[config.mk]
export PLATFORM = sky130hd
export DESIGN_NAME = dmem_bus_adapter
export DESIGN_NICKNAME = d
export VERILOG_FILES = /design/src/rtl/dmem_pkg.sv /design/src/rtl/dmem_store_align.sv /design/src/rtl/dmem_bus_adapter.sv
export SDC_FILE = /design/constraint.sdc
export NUM_CORES = 1
export LEC_CHECK = 0
export CAP_MARGIN = 40
export CORE_ASPECT_RATIO = 0.7
export CORE_MARGIN = 1
export CORE_UTILIZATION = 42
export CTS_CLUSTER_SIZE = 25
export DETAILED_ROUTE_END_ITERATION = 6
export PLACE_DENSITY = 0.86
export SETUP_SLACK_MARGIN = 0.05
export SYNTH_ARGS = -nofsm -noshare
export SYNTH_HDL_FRONTEND = slang
export SYNTH_SLANG_ARGS = --single-unit
[constraint.sdc]
create_clock -name clk -period 2.7 [get_ports clk]
set_clock_uncertainty 0.15 [all_clocks]
set_input_delay 0.54 -clock clk [delete_from_list [all_inputs] [get_ports clk]]
set_output_delay 0.54 -clock clk [all_outputs]
set_load 0.03 [all_outputs]
[src/rtl/dmem_pkg.sv]
// Shared types, funct3 encodings and helpers for the data-memory bus adapter.
// Optional feature macro: DMEM_MISALIGN_TRAP_EN (see dmem_bus_adapter).
package dmem_pkg;

  localparam int unsigned DATA_W = 32;
  localparam int unsigned STRB_W = DATA_W / 8;

  // Adapter FSM states
  typedef enum logic [1:0] {
    IDLE = 2'd0,
    REQ  = 2'd1,
    WAIT = 2'd2,
    DONE = 2'd3
  } dmemState_t;

  // Load/store funct3 encodings
  localparam logic [2:0] LS_B  = 3'b000;
  localparam logic [2:0] LS_H  = 3'b001;
  localparam logic [2:0] LS_W  = 3'b010;
  localparam logic [2:0] LS_BU = 3'b100;
  localparam logic [2:0] LS_HU = 3'b101;

  // Captured bus request payload
  typedef struct packed {
    logic [DATA_W-1:0] addr;
    logic              we;
    logic [DATA_W-1:0] wdata;
    logic [STRB_W-1:0] wstrb;
  } busReq_t;

  // True when the access size does not fit its natural alignment
  function automatic logic isMisaligned(input logic [2:0] funct3, input logic [1:0] addrLo);
    logic mis;
    mis = 1'b0;
    case (funct3)
      LS_H, LS_HU: mis = addrLo[0];
      LS_W:        mis = |addrLo;
      default:     mis = 1'b0;
    endcase
    return mis;
  endfunction

endpackage

[src/rtl/dmem_store_align.sv]
// Places store data onto the byte lanes it will be written to.
// Bytes are replicated to every lane, halfwords are shifted to their half.
module dmem_store_align
  import dmem_pkg::*;
(
  input  logic [DATA_W-1:0] WriteDataM,
  input  logic [1:0]        addrLo,
  input  logic [2:0]        funct3M,
  output logic [DATA_W-1:0] wdataShifted_c
);

  // Lane placement by access size
  always_comb begin
    wdataShifted_c = WriteDataM;
    case (funct3M)
      LS_B:    wdataShifted_c = {4{WriteDataM[7:0]}};
      LS_H:    wdataShifted_c = DATA_W'({16'h0000, WriteDataM[15:0]}) << {addrLo, 3'b000};
      default: wdataShifted_c = WriteDataM;
    endcase
  end

endmodule

[src/rtl/dmem_bus_adapter.sv]
// MEM-stage to valid/ready data-memory bus adapter. One bus transaction per
// load/store, pipeline stalled until the response (or timeout) arrives.
// Optional feature macro: DMEM_MISALIGN_TRAP_EN traps misaligned accesses
// instead of issuing them to the truncated word address.
module dmem_bus_adapter
  import dmem_pkg::*;
#(
  parameter int unsigned TIMEOUT_CYCLES = 255
) (
  input  logic              clk,
  input  logic              clr,
  input  logic              MemReadM,
  input  logic              MemWriteM,
  input  logic [DATA_W-1:0] ALUResultM,
  input  logic [DATA_W-1:0] WriteDataM,
  input  logic [STRB_W-1:0] byteEnable,
  input  logic [2:0]        funct3M,
  output logic              StallMem,
  output logic [DATA_W-1:0] RD_data,
  output logic              access_fault,
  output logic              misalign_fault,
  output logic              bus_req_valid,
  input  logic              bus_req_ready,
  output logic [DATA_W-1:0] bus_req_addr,
  output logic              bus_req_we,
  output logic [DATA_W-1:0] bus_req_wdata,
  output logic [STRB_W-1:0] bus_req_wstrb,
  input  logic              bus_rsp_valid,
  input  logic [DATA_W-1:0] bus_rsp_rdata,
  input  logic              bus_rsp_err
);

  localparam int unsigned CNT_W    = (TIMEOUT_CYCLES == 0) ? 1 : $clog2(TIMEOUT_CYCLES + 1);
  localparam int unsigned CNT_LAST = (TIMEOUT_CYCLES == 0) ? 0 : TIMEOUT_CYCLES - 1;
  localparam bit          TO_EN    = (TIMEOUT_CYCLES != 0);

  dmemState_t        state;
  dmemState_t        nextState;
  busReq_t           reqQ;
  logic [CNT_W-1:0]  cnt;
  logic [DATA_W-1:0] rdDataQ;
  logic              accessFaultQ;
  logic [DATA_W-1:0] wdataAligned_c;
  logic              memReq_c;
  logic              trapReq_c;
  logic              timeoutHit_c;
  logic              captureEn;
  logic              loadRsp;
  logic              faultNext;

  assign memReq_c     = MemReadM | MemWriteM;
  assign timeoutHit_c = TO_EN && (cnt == CNT_W'(CNT_LAST));

  dmem_store_align uAlign (
    .WriteDataM     (WriteDataM),
    .addrLo         (ALUResultM[1:0]),
    .funct3M        (funct3M),
    .wdataShifted_c (wdataAligned_c)
  );

`ifdef DMEM_MISALIGN_TRAP_EN
  logic misalignFaultQ;

  assign trapReq_c = isMisaligned(funct3M, ALUResultM[1:0]);

  // Misalign pulse lands in DONE, one cycle after the trapped IDLE cycle
  always_ff @(posedge clk) begin
    if (clr) misalignFaultQ <= 1'b0;
    else     misalignFaultQ <= (state == IDLE) && memReq_c && trapReq_c;
  end

  assign misalign_fault = misalignFaultQ;
`else
  assign trapReq_c      = 1'b0;
  assign misalign_fault = 1'b0;
`endif

  // State register
  always_ff @(posedge clk) begin
    if (clr) state <= IDLE;
    else     state <= nextState;
  end

  // Next state, stall and datapath enables. In REQ a timeout beats a late
  // ready; in WAIT a response beats a coincident timeout.
  always_comb begin
    nextState = state;
    StallMem  = 1'b0;
    captureEn = 1'b0;
    loadRsp   = 1'b0;
    faultNext = 1'b0;
    case (state)
      IDLE: begin
        if (memReq_c) begin
          StallMem = 1'b1;
          if (trapReq_c) begin
            nextState = DONE;
          end else begin
            captureEn = 1'b1;
            nextState = REQ;
          end
        end
      end
      REQ: begin
        StallMem = 1'b1;
        if (timeoutHit_c) begin
          faultNext = 1'b1;
          nextState = DONE;
        end else if (bus_req_ready) begin
          nextState = WAIT;
        end
      end
      WAIT: begin
        StallMem = 1'b1;
        if (bus_rsp_valid) begin
          loadRsp   = ~reqQ.we;
          faultNext = bus_rsp_err;
          nextState = DONE;
        end else if (timeoutHit_c) begin
          faultNext = 1'b1;
          nextState = DONE;
        end
      end
      DONE: begin
        nextState = IDLE;
      end
      default: nextState = IDLE;
    endcase
  end

  // Timeout counter: cleared on entry to REQ, counts REQ and WAIT cycles
  always_ff @(posedge clk) begin
    if (clr)                                cnt <= '0;
    else if (captureEn)                     cnt <= '0;
    else if (state == REQ || state == WAIT) cnt <= cnt + CNT_W'(1);
  end

  // Request capture, read data hold and fault pulse
  always_ff @(posedge clk) begin
    if (clr) begin
      reqQ         <= '0;
      rdDataQ      <= '0;
      accessFaultQ <= 1'b0;
    end else begin
      accessFaultQ <= faultNext;
      if (captureEn) begin
        reqQ <= '{addr:  {ALUResultM[DATA_W-1:2], 2'b00},
                  we:    MemWriteM,
                  wdata: wdataAligned_c,
                  wstrb: MemWriteM ? byteEnable : STRB_W'(0)};
      end
      if (loadRsp) rdDataQ <= bus_rsp_rdata;
    end
  end

  assign bus_req_valid = (state == REQ);
  assign bus_req_addr  = reqQ.addr;
  assign bus_req_we    = reqQ.we;
  assign bus_req_wdata = reqQ.wdata;
  assign bus_req_wstrb = reqQ.wstrb;
  assign RD_data       = rdDataQ;
  assign access_fault  = accessFaultQ;

endmodule
* Word level (Yosys, flattened, before mapping)
Index checks and enable logic that the tools add are counted.
** Storage, ports and cells
- Register bits after elaboration :: 110
** Operators by class
- Add/sub/neg operators :: 1
- Equality and inequality tests :: 8
- Shift-type cells :: 1
- Muxes and demuxes :: 16
- Bitwise operators :: 2
- Reduce and logical (&&, ||, !) cells :: 6
** Operator list (number)
- $pmux 32 s2 :: 1
- $shl 16x5->32 :: 1
- $mux 2 :: 5
- $add 8x1->8 const B :: 1
- $eq 8x8->1 const B :: 1
- $pmux 2 s4 :: 1
- $mux 1 :: 6
- $eq 2x2->1 const B :: 2
- $mux 4 :: 1
- $pmux 1 s2 :: 2
- $reduce_or 2->1 :: 2
- $eq 3x1->1 const B :: 1
- $logic_not 3->1 :: 1
- $ne 3x1->1 const B :: 1
- $ne 3x3->1 const B :: 1
- $reduce_and 3->1 :: 1
- $eq 2x1->1 const B :: 1
- $logic_not 2->1 :: 1
- $ne 2x2->1 const B :: 1
- $logic_or 1x1->1 :: 1
- $not 1->1 :: 1
- $or 1x1->1 :: 1

* Longest topological paths before layout
- Depth after elaboration :: 4
- Gate-level depth with buffers :: 8
- Mapped depth without buffers :: 6

* Modules after synthesis
Synthesis repeated with hierarchy kept, for this count alone.
** Unflattened totals
- Cell total of the unflattened synthesis :: 613
- Area total of the unflattened synthesis :: 4848.4 sq um
** Modules (own cells, without submodules)
- dmem_bus_adapter :: instances 1, cells each 505, area an instance 4085.2 sq um, sequential area each 2202.1 sq um
- dmem_store_align :: instances 1, cells each 108, area an instance 763.2 sq um, sequential area each 0.0 sq um

* Worst setup path before layout
No wires, ideal clock.
- Path type :: register -> output
- Start point :: register state[0]
- End point :: output StallMem
- Arrival time :: 1.757 ns
- Setup slack :: 0.253 ns
- Stages on the path, launching flop included :: 9
- Path buffers :: 3
- Cells stage by stage :: dfxtp_1 -> inv_1 -> ha_1 -> buf_2 -> o21a_1 -> buf_2 -> clkbuf_1 -> nor2_1 -> nor2_1
** Between the ends
- Word-level cells in the longest chain between the ends :: 3
- Elaborated cells between the ends (all ways) :: 5
- Classes of those cells :: 2 x eq/ne; 1 x mux; 2 x reduce/logical
** RTL lines
- from (decl) :: line dmem_bus_adapter.sv:37 : dmemState_t state;
- from (signal assigned) :: line dmem_bus_adapter.sv:81 : else state <= nextState;
- $eq 2x1->1 / $eq 2x2->1 (equally long branches) :: line dmem_bus_adapter.sv:92 : case (state)
- $reduce_or 2->1 (no source line)
- $pmux 1 s2 (*) :: line dmem_bus_adapter.sv:92
- to (decl) :: line dmem_bus_adapter.sv:18 : output logic StallMem,
Every way passes the cells marked *; elsewhere a longest branch is shown, timed or not.

* Worst setup path after layout
- Start point :: register state[1]
- End point :: output bus_req_valid
** Between the ends
- Word-level cells in the longest chain between the ends :: 1
** RTL lines
- $eq 2x1->1 :: line dmem_bus_adapter.sv:156 : assign bus_req_valid = (state == REQ);
- to (decl) :: line dmem_bus_adapter.sv:22 : output logic bus_req_valid,
Every way passes these cells.

==> summary.txt <==
Outcome
  – Status: complete, no violations

Detailed routing
  – DR WL/cell: 16.68 um
  – Remaining DRCs: 0
  – Drt first pass iters: 5
  – Antenna viol nets, final: 0
  – Via density: 5.325
  – Via count: 5000
  – Initial drt markers: 238
  – Total Wirelength: 15660 um

Setup path
  – Critical path's slowest cell: clkdlybuf4s50_1
  – Worst-path maximum fanout: 5
  – CP startpoint kind: flip-flop
  – Worst Path Arrival: 1.77 ns
  – Slowest stage delay, CP: 0.70 ns
  – FF-to-FF End: cnt[1]
  – Worst Path Required: 2.01 ns
  – Worst reg2reg path startpoint: state[0]
  – FF-to-FF setup slack: 0.68 ns
  – Critical path type: reg2out
  – Worst r2r path cells: 7
  – CP endpoint kind: output pin
  – Critical-path cell list: inv_1 -> ha_1 -> clkdlybuf4s50_1

Placement
  – RePlAce Congestion: 0.8948
  – Hpwl dp: 11490 um
  – Input/output buffers: 211

Die
  – Core Area: 0.01113 mm2
  – Die Y: 91.84 um
  – Rows: 32
  – I/O Pins: 215
  – Chip Width: 130.3 um
  – Die Area: 0.01197 mm2
  – Initial core utilization: 43.50%

Timing
  – TNS Setup: 0 ns
  – Endpoints failing hold: 0
  – Final Max Slew Viols: 0
  – Setup-failing EPs final: 0
  – Final Cycle Share: 91.01%
  – Slew of the pin with the lowest slew margin: 0.8292 ns
  – Hold_ws: 0.3058 ns
  – RSZ-0062 raised after global routing: false
  – Final Critical Period: 2.457 ns
  – Max-Slew Margin vs Limit: 44.72%
  – Peak Freq: 0.4070 GHz

Power
  – Peak supply drop: 0.0005966 V
  – Power density over the cells: 908.6 mW/mm2
  – Leakage Power: 2.601 nW

GRT
  – Largest net degree at the start of global routing: 70
  – Initial antenna violation count: 0
  – Total global-route track usage: 25.75%
  – Grt total ovfl: 0
  – First-pass GRT wire length: 23970 um
  – Vias in the first global route: 4812

Worst hold path
  – Worst hold stages: 2
  – Worst hold path type: reg2reg
  – Hold wc startpoint: bus_req_addr[14]
  – Hold endpoint: bus_req_addr[14]

Synthesis
  – Synth Instances: 593
  – Synth Register Bits: 110
  – Mapped Avg Cell Area: 8.166 um2
  – Cell variety after synth: 44
  – Asr flop ratio synth: 0%
  – Mapped Area: 0.004842 mm2
  – Warnings from Yosys: 0
  – Main synth FF type: dfxtp_1
  – Seq/Total Area, Yosys: 45.48%
  – Post-synth EDFFs: 0

Final layout
  – Nets: 898
  – Most common cell after layout, fill and taps aside: clkdlybuf4s50_1
  – Antenna Cells: 0
  – Share of layout cells above drive strength 1: 6.870%
  – P&R area growth vs syn: 50.83%
  – Fillers: 912
  – Commonest non-fill, non-tap cells in the layout: clkdlybuf4s50_1 (209), nand2_1 (141), dfxtp_1 (110)

CTS
  – Post-CTS Hold Fix Bufs: 0
  – Maximum clock path buffer count: 2
  – CTS resizes: 0
  – H-tree levels: 3
  – Num CTS Buffers: 9
  – CTS tree: yes
  – Clk sinks: 110
  – Clk_lat worst skew: 0.35 ns
  – Total setup buffers inserted after CTS: 0
  – Clock-pin slew on the worst setup and hold paths: 0.07 ns
  – CTS root buf: clkbuf_16

Job
  – Max-Cap Viols: 0
metrics by stage:
stage / power, W / cell area (um2) / utilization (%) / std cells / worst slack [ns]
final: 0.006636 / 7303 / 65.61 / 939 / 0.2427
after global routing: 0.006981 / 7303 / 65.61 / 939 / 0.1475
after CTS: 0.006665 / 7303 / 65.61 / 939 / 0.2300
after detailed placement: 0.005384 / 7022 / 63.08 / 923 / 0.08542
after global placement: 0.005275 / 7022 / 63.08 / 923 / 0.1929
after floorplan: 0.004152 / 4850 / - / 595 / 0.2526
power breakdown:
group | internal [W] | switching [W]
sequential | 0.00198 | 0.000225
clock | 0.000638 | 0.000628
combinational | 0.00127 | 0.00190
per-layer routing:
| metal | wire length [um] | track usage [%] |
|---|---|---|
| met1 | 6531 | 31.70 |
| met2 | 7458 | 42.91 |
| met3 | 1291 | 7.118 |
| met5 | 0 | 0 |
| met4 | 381 | 9.100 |
kinds of logic after synthesis:
group | share of synthesized area [%]
compound gates | 21.83
fa+ha+maj | 1.809
buf+inv | 5.736
simple gates | 23.75
other cells | 0.07745
mux | 0.4135
flops | 45.48
xor+xnor | 0.9046
flip-flops by register name, summed over array words and instances, names as in the netlist:
signal	count
bus_req_wdata	32
bus_req_wstrb	4
access_fault	1
state	2
bus_req_we	1
cnt	8
RD_data	32
bus_req_addr	30
Yosys cell counts, drive strengths merged, types with 3 or more instances:
cell type | instances | area (um2)
nand2 | 141 | 529.3
dfxtp | 110 | 2202
a21oi | 81 | 405.4
nor2 | 40 | 157.6
buf | 28 | 176.4
nor3 | 26 | 151.4
a221oi | 23 | 264.0
clkbuf | 23 | 86.33
nor2b | 19 | 118.9
o21a | 17 | 127.6
nand3 | 12 | 60.06
a31oi | 9 | 56.30
a22o | 7 | 61.31
ha | 7 | 87.58
nor4 | 7 | 43.79
a32oi | 5 | 43.79
inv | 4 | 15.01
nand2b | 4 | 25.02
o21ai | 4 | 23.77
a211oi | 3 | 22.52
nand4 | 3 | 18.77
or2 | 3 | 18.77
xor2 | 3 | 26.28
final cells by class:
cell class	count	area, um2	share of cell area, %
clock buffers	9	225.2	3.084
clock inverters	7	56.30	0.7709
inverters	4	15.01	0.2056
multi-input cells	430	2381	32.60
flip-flops and latches	110	2202	30.15
well taps	153	191.4	2.621
repair buffers	226	2232	30.56
how the worst max path moves through the flow:
stage | to | slack (ns) | depth (start not counted) | start
6_report | bus_req_valid | 0.24 | 3 | state[1]
5_1_grt | StallMem | 0.15 | 5 | state[0]
4_1_cts | bus_req_valid | 0.23 | 3 | state[1]
3_5_place_dp | bus_req_wdata[13] | 0.09 | 5 | funct3M[2]
3_3_place_gp | bus_req_wdata[13] | 0.19 | 5 | funct3M[2]
2_1_floorplan | StallMem | 0.25 | 8 | state[0]
worst max-delay path, delay by kind of cell, from the launching register on:
kind	cells	cell delay, ns
flip-flops	1	0.36
adder cells (fa/ha/maj)	1	0.24
buffers and inverters	2	0.83
(Power assumes the default switching activity.)
==> RTL edit 1 (same flow settings) <==
The option `DMEM_MISALIGN_TRAP_EN` is turned on by a define.
--- a/src/rtl/dmem_bus_adapter.sv
+++ b/src/rtl/dmem_bus_adapter.sv
@@ -4,2 +4,4 @@
 // instead of issuing them to the truncated word address.
+`define DMEM_MISALIGN_TRAP_EN
+
 module dmem_bus_adapter
Function: changed (a bounded check fails within 4 cycles, from zero or initial values).
==> RTL edit 1 against the original RTL <==
Sequential cell count increased by 1. Via count decreased by 5.3%. Sequential power decreased by 4%. Wire length decreased by 9.8%. Non-clock buffer count unchanged. Cell area decreased by 3.3%. Global-route usage decreased by 1.4 points. Count of clock-buffer cells in the layout unchanged. Utilization increased by 2.1 points. Total power decreased by 10%. Synthesized area decreased by 6.0%. Highest routed layer unchanged. Worst setup slack got worse by 0.12 ns. Hold slack got worse by 0.00072 ns.
==> RTL edit 1: results (changes against the original RTL) <==
status=finished, final reports clean; Placement Cell Area=6780 um^2 (-3.5%); Synth cell types=42 (-4.5%); Seq/Total Area, Yosys=48.8% (+3.3 points); met1 GRT Util=28.9% (-2.8 points); top cells by count, synth=nand2_1, dfxtp_1, a21oi_1, nor2_1, a211oi_1; initial antenna violation count=0 (unchanged); WL/cell=15.9 um (-4.7%); cell leakage power=2.54 nW (-2.4%); clk root buf=clkbuf_16; worst-margin pin slew=0.766 ns (-0.0633 ns); vias in the first global route=4462 (-7.3%); first-pass GRT wire length=21.7 mm (-9.4%); post-cts gate resize count=0 (unchanged); Synth area leaders=dfxtp_1, nand2_1, a21oi_1; grt met3 use=7.42% (+0.30 points); post-CTS setup buffer count=0 (unchanged); share of cells above drive strength 1=6.34% (-0.53 points); initial DRC count=321 (+35%); Crit Path Max Fanout=10 (+5); Port Buffers=212 (+0.47%); drt via density=5.33 (about the same); crit path DAT=1.89 ns (+0.12 ns); GP Congestion=0.875 (-2.3%); Final HPWL DP=10.4 mm (-9.8%); met2 usage=42.9% (about the same); gr usage total=24.3% (-1.4 points); Peak VDD IR=456 uV (-24%); largest net degree at the start of global routing=76 (+8.6%); # nets final=869 (-3.2%)
RTL edit 1: final timing paths:
path / startpoint / cells after the start / slack [ns] / endpoint
worst max-delay path: state[0] / 5 / 0.12 / StallMem
worst min-delay path: bus_req_addr[2] / 2 / 0.31 / bus_req_addr[2]
worst max register to register: state[0] / 7 / 0.72 / bus_req_wdata[27]
worst min register to register: bus_req_addr[2] / 2 / 0.31 / bus_req_addr[2]
RTL edit 1: cells by family (layout without fill, tap and decap cells):
group / after synthesis / after routing / synth area share [%]
buffers and inverters: 47 / 248 / 4.43
xor gates and xnor gates: 7 / 7 / 1.35
muxes: 8 / 8 / 1.98
and+or+nand+nor: 220 / 220 / 20.2
other: 1 / 2 / 0.0824
adders and majority gates: 7 / 7 / 1.92
AOI/OAI and AO/OA: 154 / 154 / 21.2
DFF: 111 / 111 / 48.8
RTL edit 1: routing by layer:
metal | part of all wire [%] | up-vias
li1 | - | 2306
met1 | 41 | 2186
met2 | 49 | 219
met3 | 8.3 | 23
met4 | 1.1 | 0
met5 | 0 | -
RTL edit 1: critical path, cell delays in order, from the launching register on:
cell     delay (ns)
dfxtp_1        0.40
inv_1          0.14
ha_1           0.53
inv_1          0.12
a21oi_1        0.17
buf_4          0.19
RTL edit 1: per-stage QoR:
stage	worst slack [ns]	hold WS [ns]	std cells
after floorplan	0.444	0.326	556
after global placement	0.251	0.291	873
after detailed placement	0.144	0.296	873
after CTS	0.151	0.307	889
after global routing	0.0760	0.322	889
final	0.124	0.305	889
RTL edit 1: power by group:
part	internal (mW)	switching [mW]
registers	1.93	0.185
clock network	0.636	0.620
logic	1.04	1.52
RTL edit 1: final cells by class:
class	count	area (um^2)
clock buffers	9	225
fillers	804	3370
clock inverters	7	56.3
inverters	6	22.5
repair buffers	226	2230
multi-input cells	398	2130
flip-flops and latches	111	2220
well taps	132	165
==> RTL edit 2 (same flow settings) <==
Made on the original files. Put one more register stage on the output `access_fault`. The value now appears one clock later. The other outputs are not delayed to match.
--- a/src/rtl/dmem_bus_adapter.sv
+++ b/src/rtl/dmem_bus_adapter.sv
@@ -161,3 +161,5 @@
   assign RD_data       = rdDataQ;
-  assign access_fault  = accessFaultQ;
+  always_ff @(posedge clk) begin
+    access_fault <= accessFaultQ;
+  end
 
Behaviour: not the same (Yosys sat finds a counterexample within 4 cycles, from zero or initial values).
==> RTL edit 2 against the original RTL <==
Sequential cell count rose by 1. Synthesized area up 0.41%. Worst setup slack worse by 0.041 ns. Cell count grew 0.43%. Wire length down 0.73%. Total power increased by 1.1%. Cell area rose by 0.94%. Count of clock-buffer cells in the layout rose by 1.
==> RTL edit 2: results (changes against the original RTL) <==
via count=5007 (+0.14%); fillers=891 (-2.3%); Crit Path Max Fanout=9 (+4); initial DRC count=306 (+29%); vias in the first global route=4658 (-3.2%); clock-pin slew on the worst setup and hold paths=0.07 ns (about the same); gr usage total=25.4% (-0.37 points); share of cells above drive strength 1=7.22% (+0.34 points); Seq/Total Area, Yosys=45.7% (+0.22 points); status=finished, final reports clean; crit path DAT=1.81 ns (+0.04 ns); # nets final=902 (+0.45%); worst slew margin relative to its limit=44.7% (about the same); largest net degree at the start of global routing=57 (-19%); Final HPWL DP=11.5 mm (-0.21%); Synth area leaders=dfxtp_1, nand2_1, a21oi_1; top cells by count, synth=nand2_1, dfxtp_1, a21oi_1, nor2_1; GP Congestion=0.919 (+2.7%); cell leakage power=2.64 nW (+1.6%); Max Root-Sink Buffers=2 (unchanged); Peak VDD IR=597 uV (+0.13%); Mapped Cells=594 (+0.17%); WL/cell=16.5 um (-1.1%); Most used DFF post-synth=dfxtp_1; first-pass GRT wire length=23.8 mm (-0.78%); number of synthesized register bits=111 (+0.91%)
RTL edit 2: cell count changes after synthesis:
cell     unedited run  this run
dfxtp_1           110       111
RTL edit 2: cells by family (layout without fill, tap and decap cells):
| kind of cell | after synthesis | count (layout) | share of synthesized area (%) |
|---|---|---|---|
| adders and majority gates | 7 | 7 | 1.80 |
| other | 1 | 3 | 0.0771 |
| xor gates and xnor gates | 5 | 5 | 0.901 |
| AOI/OAI and AO/OA | 154 | 154 | 21.7 |
| and+or+nand+nor | 259 | 259 | 23.6 |
| muxes | 2 | 2 | 0.412 |
| buffers and inverters | 55 | 249 | 5.71 |
| DFF | 111 | 111 | 45.7 |
RTL edit 2: cell type report:
class	instances	share of cell area, %
clock buffer	10	3.24
timing repair buffer	229	30.6
tap	153	2.60
inverter	4	0.204
clock inverter	6	0.933
sequential	111	30.1
multi-input combinational	430	32.3
RTL edit 2: path summary, 6_finish.rpt:
kind | start | to | slack, ns | cells after the start
hold reg to reg | accessFaultQ | access_fault | 0.19 | 0
hold / removal | accessFaultQ | access_fault | 0.19 | 0
setup reg to reg | state[0] | bus_req_wdata[28] | 0.46 | 7
setup / recovery | state[0] | StallMem | 0.20 | 6
RTL edit 2: metrics by stage:
stage	hold slack [ns]	area [um^2]	setup slack (ns)	power, mW	instances
6_report	0.185	7370	0.202	6.71	943
5_1_grt	0.203	7370	0.110	7.08	943
3_5_place_dp	0.166	7060	0.265	5.38	927
2_1_floorplan	0.160	4870	0.253	4.17	596
4_1_cts	0.189	7370	0.195	6.74	943
3_3_place_gp	0.165	7060	0.360	5.29	927
RTL edit 2: layer usage:
| layer | GRT usage [%] | wire, um | vias up |
|---|---|---|---|
| li1 | - | - | 2423 |
| met1 | 31.8 | 6390 | 2310 |
| met2 | 40.8 | 7210 | 242 |
| met3 | 8.34 | 1590 | 32 |
| met4 | 8.43 | 350 | 0 |
| met5 | 0 | 0 | - |
RTL edit 2: critical path: stages, from the launching register on:
cell and delay (ns):
dfxtp_1 0.36, inv_1 0.14, ha_1 0.40, o21a_2 0.23, nor2_1 0.05, nor2_1 0.11, buf_4 0.17
RTL edit 2: where the power goes:
part	internal (mW)	switching (mW)
clock network	0.750	0.601
logic	1.27	1.88
registers	1.99	0.222
